File: src/rtl/conv3x3_mac_pkg.sv
// Shared types and sizing for the 3x3 convolution MAC.
// Operand widths default to the tensor assembler's output format.
package conv_pkg;

  localparam int WIDTH_DEF = 17;
  localparam int KW_W_DEF  = 8;
  localparam int N_TAPS    = 9;

  typedef enum logic [1:0] {
    IDLE,
    MAC,
    DONE
  } conv_state_t;

  function automatic int acc_width(
    input int w,
    input int k
  );
    return w + k + 4;
  endfunction

endpackage

File: src/rtl/conv3x3_mac_mac_unit.sv
// Signed multiply-accumulate register with synchronous clear.
// Products are sign-extended into the guard-banded accumulator.
module mac_unit #(
  parameter int WIDTH = 17,
  parameter int KW_W  = 8,
  parameter int ACC_W = WIDTH + KW_W + 4
) (
  input  logic                    clk,
  input  logic                    rst_n,
  input  logic                    clr,
  input  logic                    en,
  input  logic signed [WIDTH-1:0] a,
  input  logic signed [KW_W-1:0]  b,
  output logic signed [ACC_W-1:0] acc
);

  localparam int PW = WIDTH + KW_W;

  logic signed [PW-1:0]    prod;
  logic signed [ACC_W-1:0] prod_ext;
  logic signed [ACC_W-1:0] acc_q;
  logic signed [ACC_W-1:0] acc_d;

  assign prod     = a * b;
  assign prod_ext = {{(ACC_W-PW){prod[PW-1]}}, prod};

  always_comb begin
    acc_d = acc_q;
    if (clr) begin
      acc_d = '0;
    end else if (en) begin
      acc_d = acc_q + prod_ext;
    end
  end

  always_ff @(posedge clk or negedge rst_n) begin
    if (!rst_n) begin
      acc_q <= '0;
    end else begin
      acc_q <= acc_d;
    end
  end

  assign acc = acc_q;

endmodule

File: src/rtl/conv3x3_mac.sv
// Sequential 3x3 signed dot product, one tap per clock.
// Operands are snapshotted on accept; result held until taken.
module conv3x3_mac
  import conv_pkg::*;
#(
  parameter int WIDTH = WIDTH_DEF,
  parameter int KW_W  = KW_W_DEF,
  localparam int ACC_W = acc_width(WIDTH, KW_W)
) (
  input  logic                              clk,
  input  logic                              rst_n,
  input  logic signed [2:0][2:0][WIDTH-1:0] tensor_in,
  input  logic signed [2:0][2:0][KW_W-1:0]  kernel_in,
  input  logic                              in_valid,
  output logic                              in_ready,
  output logic signed [ACC_W-1:0]           out_data,
  output logic                              out_valid,
  input  logic                              out_ready
);

  localparam logic [3:0] LAST_IDX = 4'(N_TAPS - 1);

  typedef logic [N_TAPS-1:0][WIDTH-1:0] taps_t;
  typedef logic [N_TAPS-1:0][KW_W-1:0]  coefs_t;

  conv_state_t state_q, state_d;
  logic [3:0]  idx_q, idx_d;
  taps_t       snap_t_q, snap_t_d, t_flat;
  coefs_t      snap_k_q, snap_k_d, k_flat;
  logic        out_valid_q, out_valid_d;
  logic        load, clr, en;

  always_comb begin
    for (int r = 0; r < 3; r++) begin
      for (int c = 0; c < 3; c++) begin
        t_flat[3*r+c] = tensor_in[r][c];
        k_flat[3*r+c] = kernel_in[r][c];
      end
    end
  end

  always_comb begin
    state_d     = state_q;
    idx_d       = idx_q;
    out_valid_d = out_valid_q;
    in_ready    = 1'b0;
    load        = 1'b0;
    clr         = 1'b0;
    en          = 1'b0;
    unique case (state_q)
      IDLE: begin
        in_ready = 1'b1;
        load     = in_valid;
      end
      MAC: begin
        en = 1'b1;
        if (idx_q == LAST_IDX) begin
          out_valid_d = 1'b1;
          state_d     = DONE;
        end else begin
          idx_d = idx_q + 4'd1;
        end
      end
      DONE: begin
        in_ready = out_ready;
        if (out_ready) begin
          out_valid_d = 1'b0;
          state_d     = IDLE;
          load        = in_valid;
        end
      end
      default: state_d = IDLE;
    endcase
    if (load) begin
      clr     = 1'b1;
      idx_d   = '0;
      state_d = MAC;
    end
    snap_t_d = load ? t_flat : snap_t_q;
    snap_k_d = load ? k_flat : snap_k_q;
  end

  always_ff @(posedge clk or negedge rst_n) begin
    if (!rst_n) begin
      state_q     <= IDLE;
      idx_q       <= '0;
      snap_t_q    <= '0;
      snap_k_q    <= '0;
      out_valid_q <= 1'b0;
    end else begin
      state_q     <= state_d;
      idx_q       <= idx_d;
      snap_t_q    <= snap_t_d;
      snap_k_q    <= snap_k_d;
      out_valid_q <= out_valid_d;
    end
  end

  // The accumulator doubles as the output register: it is frozen in DONE.
  mac_unit #(
    .WIDTH (WIDTH),
    .KW_W  (KW_W),
    .ACC_W (ACC_W)
  ) u_mac (
    .clk   (clk),
    .rst_n (rst_n),
    .clr   (clr),
    .en    (en),
    .a     (snap_t_q[idx_q]),
    .b     (snap_k_q[idx_q]),
    .acc   (out_data)
  );

  assign out_valid = out_valid_q;

endmodule

File: config.mk
export PLATFORM = sky130hd
export DESIGN_NAME = conv3x3_mac
export DESIGN_NICKNAME = d
export VERILOG_FILES = /design/src/rtl/conv3x3_mac_pkg.sv /design/src/rtl/conv3x3_mac_mac_unit.sv /design/src/rtl/conv3x3_mac.sv
export SDC_FILE = /design/constraint.sdc
export NUM_CORES = 1
export LEC_CHECK = 0
export BUFFER_PORTS_ARGS = -buffer_cell sky130_fd_sc_hd__clkbuf_2
export CAP_MARGIN = 5
export CORE_UTILIZATION = 53
export DETAILED_ROUTE_END_ITERATION = 16
export GPL_TIMING_DRIVEN = 0
export HOLD_SLACK_MARGIN = 0.05
export PLACE_DENSITY = 0.76
export SYNTH_ARGS = -nofsm -noshare
export SYNTH_HDL_FRONTEND = slang
export SYNTH_SLANG_ARGS = --single-unit
File: constraint.sdc
create_clock -name clk -period 6.4 [get_ports clk]
set_input_delay 1.92 -clock clk [delete_from_list [all_inputs] [get_ports clk]]
set_output_delay 1.92 -clock clk [all_outputs]
set_load 0.01 [all_outputs]
==> summary.txt <==
Setup path
  – Worst R2R Setup Slack: -0.03 ns
  – Critical Path Sink Type: register
  – Crit path buf inv count: 5
  – CP top delay family: adder cells
  – Crit Path Max Fanout: 10
  – CP Data Arrival Time: 6.87 ns
  – Req. time, crit path: 6.84 ns
  – Critical path class: reg2reg
  – Startpoint types: register
  – Max incr delay on CP: 0.60 ns
  – Slowest CP cell: fa_1
  – Critical path cell sequence: buf_8, buf_12, buf_16, mux4_2, mux2i_2, nor2_2, a21oi_4, buf_12, buf_4, nor2_1, fa_1, fa_1, fa_1, fa_1, ha_1, ha_1, and3_1, and2_1, a211oi_4, a211oi_2, or3_1, a32o_1
  – Crit-path most repeated cell: fa_1

Floorplan
  – Initial core utilization: 0.539
  – CORE AREA: 32500 sq um
  – Die X: 184 um
  – Die Height: 184 um
  – Die area: 33700 sq um
  – Ports: 260
  – Num rows: 66

Synthesis
  – Number of flops mapped to enable cells by yosys: 0
  – Yosys top cell by area: dfrtp_1
  – XOR/XNOR Fraction of Synth Area: 0.0115
  – Area of the mapped netlist: 17500 sq um
  – Synth Area in Compound Gates: 0.0473
  – Top cells by area, synth: dfrtp_1, fa_1, nand2_1, ha_1, mux4_2
  – Ys async rst share: 1.00
  – Sequential area share after synthesis: 0.374
  – Main synth FF type: dfrtp_1
  – Top-count cell post-synth: nand2_1
  – Mux cell area share after synthesis: 0.0842
  – Syn_area_per_cell: 9.41 sq um
  – Synth top cells by count: nand2_1, dfrtp_1, fa_1
  – Synthesis-stage register bit count: 261
  – Syn_nets: 2303
  – Synth Instances: 1857
  – Top-area cell type share of the netlist area: 0.374
  – Largest family of logic cells by synthesized area: adder cells
  – Synth unique cells: 55
  – Post-synthesis adder-cell area fraction: 0.220
  – Syn. warnings: 0
  – Simple-Gate Fraction of Synth Area: 0.212

GRT
  – Initial antenna violation count: 2
  – Largest net degree at the start of global routing: 105
  – Gr ovfl total: 0
  – Number of global-route vias before repair: 15400
  – GRT Util Overall: 0.321
  – Global-route wire length before repair: 82000 um

Clock tree
  – CTS Sinks: 261
  – CTS tree: built
  – Clk Latency, worst-skew pair: 0.56 ns
  – Num CTS Buffers: 28
  – Clock buffer depth: 3
  – Reg clk slew, reported paths: 0.06 ns
  – CTS root buf: clkbuf_16
  – # hold bufs at CTS: 0
  – H-tree depth: 1

Drt
  – Initial DRC count: 1182
  – Antenna viol nets, final: 0
  – Final WL: 52700 um
  – Pre-Repair DR Iteration Count: 5
  – DR WL/cell: 19.7 um
  – Vias after detailed routing: 14800
  – Vias per inst: 5.53
  – DRC: 0

Placement
  – RePlAce Congestion: 0.953
  – Hpwl dp: 39400 um
  – PortBufs: 259
  – Placed inst area: 19400 sq um
  – Setup WS pre-CTS: -1.39 ns

Status
  – Status: finished, violations left
  – Failing checks: setup timing

STA
  – Min Tclk post-route: 6.43 ns
  – Maximum clock frequency: 0.156 GHz
  – RSZ-0062 raised after global routing: yes
  – Slew headroom: 0.300
  – Hold Fails Final Rpt: 0
  – Fin Setup TNS: -0.0266 ns
  – Final setup viols: 1
  – Tcrit/Tclk final: 1.00
  – Worst-Margin Slew: 1.05 ns
  – Worst setup margin: -0.0266 ns
  – Hold Slack: 0.469 ns
  – Clock skew: 0.0139 ns
  – Max-slew violation count: 0

Layout
  – Layout cell share with drive strength beyond 1: 0.240
  – # fillers: 2568
  – Area Overhead vs Synth: 23.2%
  – Final instance area: 21500 sq um
  – Nets: 2657

Job
  – Max_cap viols: 0

Worst hold path
  – Min-Delay Path Class: reg2reg
per-layer routing:
| metal | vias to the layer above | track usage | part of all wire |
|---|---|---|---|
| li1 | 6602 | - | - |
| met2 | 706 | 0.519 | 0.47 |
| met4 | 2 | 0.142 | 0.045 |
| met5 | - | 0 | 0.00021 |
| met1 | 7343 | 0.417 | 0.40 |
| met3 | 143 | 0.0687 | 0.085 |
cell type report:
| cell class | instances | area (sq um) | area share |
|---|---|---|---|
| inverter | 128 | 480 | 0.0223 |
| multi-input combinational | 1380 | 10500 | 0.489 |
| antenna | 1 | 2.50 | 0.000116 |
| tap | 442 | 553 | 0.0257 |
| sequential | 261 | 6530 | 0.303 |
| buffer | 85 | 497 | 0.0231 |
| clock buffer | 40 | 827 | 0.0384 |
| timing repair buffer | 327 | 1970 | 0.0915 |
| clock inverter | 12 | 145 | 0.00674 |
layout by cell type, fill, tap and decap left out, drive strengths merged, types with 47 or more instances in the layout:
master	n
a21oi	47
buf	91
clkbuf	361
dfrtp	261
fa	151
ha	66
inv	128
mux4	50
nand2	732
nor2	118
repair_timing:
action / CTS / global route
gates cloned: 1 / 0
gates resized for setup: 87 / 53
hold endpoints to repair: 0 / 0
endpoints found under the setup margin: 21 / 15
pin swaps: 13 / 13
setup buffers: 46 / 19
sequential cells by signal, indices dropped and copies added, names as in the netlist:
name       cells
u_mac.acc     29
state_q        2
snap_t_q     153
idx_q          4
snap_k_q      72
out_valid      1
metrics by stage:
stage,utilization,cells
2_1_floorplan,-,1857
3_3_place_gp,0.596,2558
3_5_place_dp,0.598,2560
4_1_cts,0.652,2657
5_1_grt,0.664,2676
6_report,0.664,2676
final timing paths:
kind                         startpoint             to  cells after the start
max                            idx_q[0]  u_mac.acc[22]                     22
min in group asynchronous         rst_n   snap_k_q[28]                      1
min                        snap_t_q[43]   snap_t_q[43]                      2
max in group asynchronous         rst_n  u_mac.acc[27]                      3
max reg2reg                    idx_q[0]  u_mac.acc[22]                     22
min reg2reg                snap_t_q[43]   snap_t_q[43]                      2
cells by family after synthesis:
group,Yosys count
AOI/OAI and AO/OA,128
muxes,79
xor gates and xnor gates,23
DFF,261
and+or+nand+nor,933
adders and majority gates,217
buffers and inverters,216
worst min-delay path: stages, from the launching register on:
cell     delay [ns]
dfrtp_1        0.34
nand2_1        0.05
nand2_1        0.05
Power is left out: the tool's default activity adds up to more than one toggle a clock period on the data nets, which glitch-free logic cannot reach.
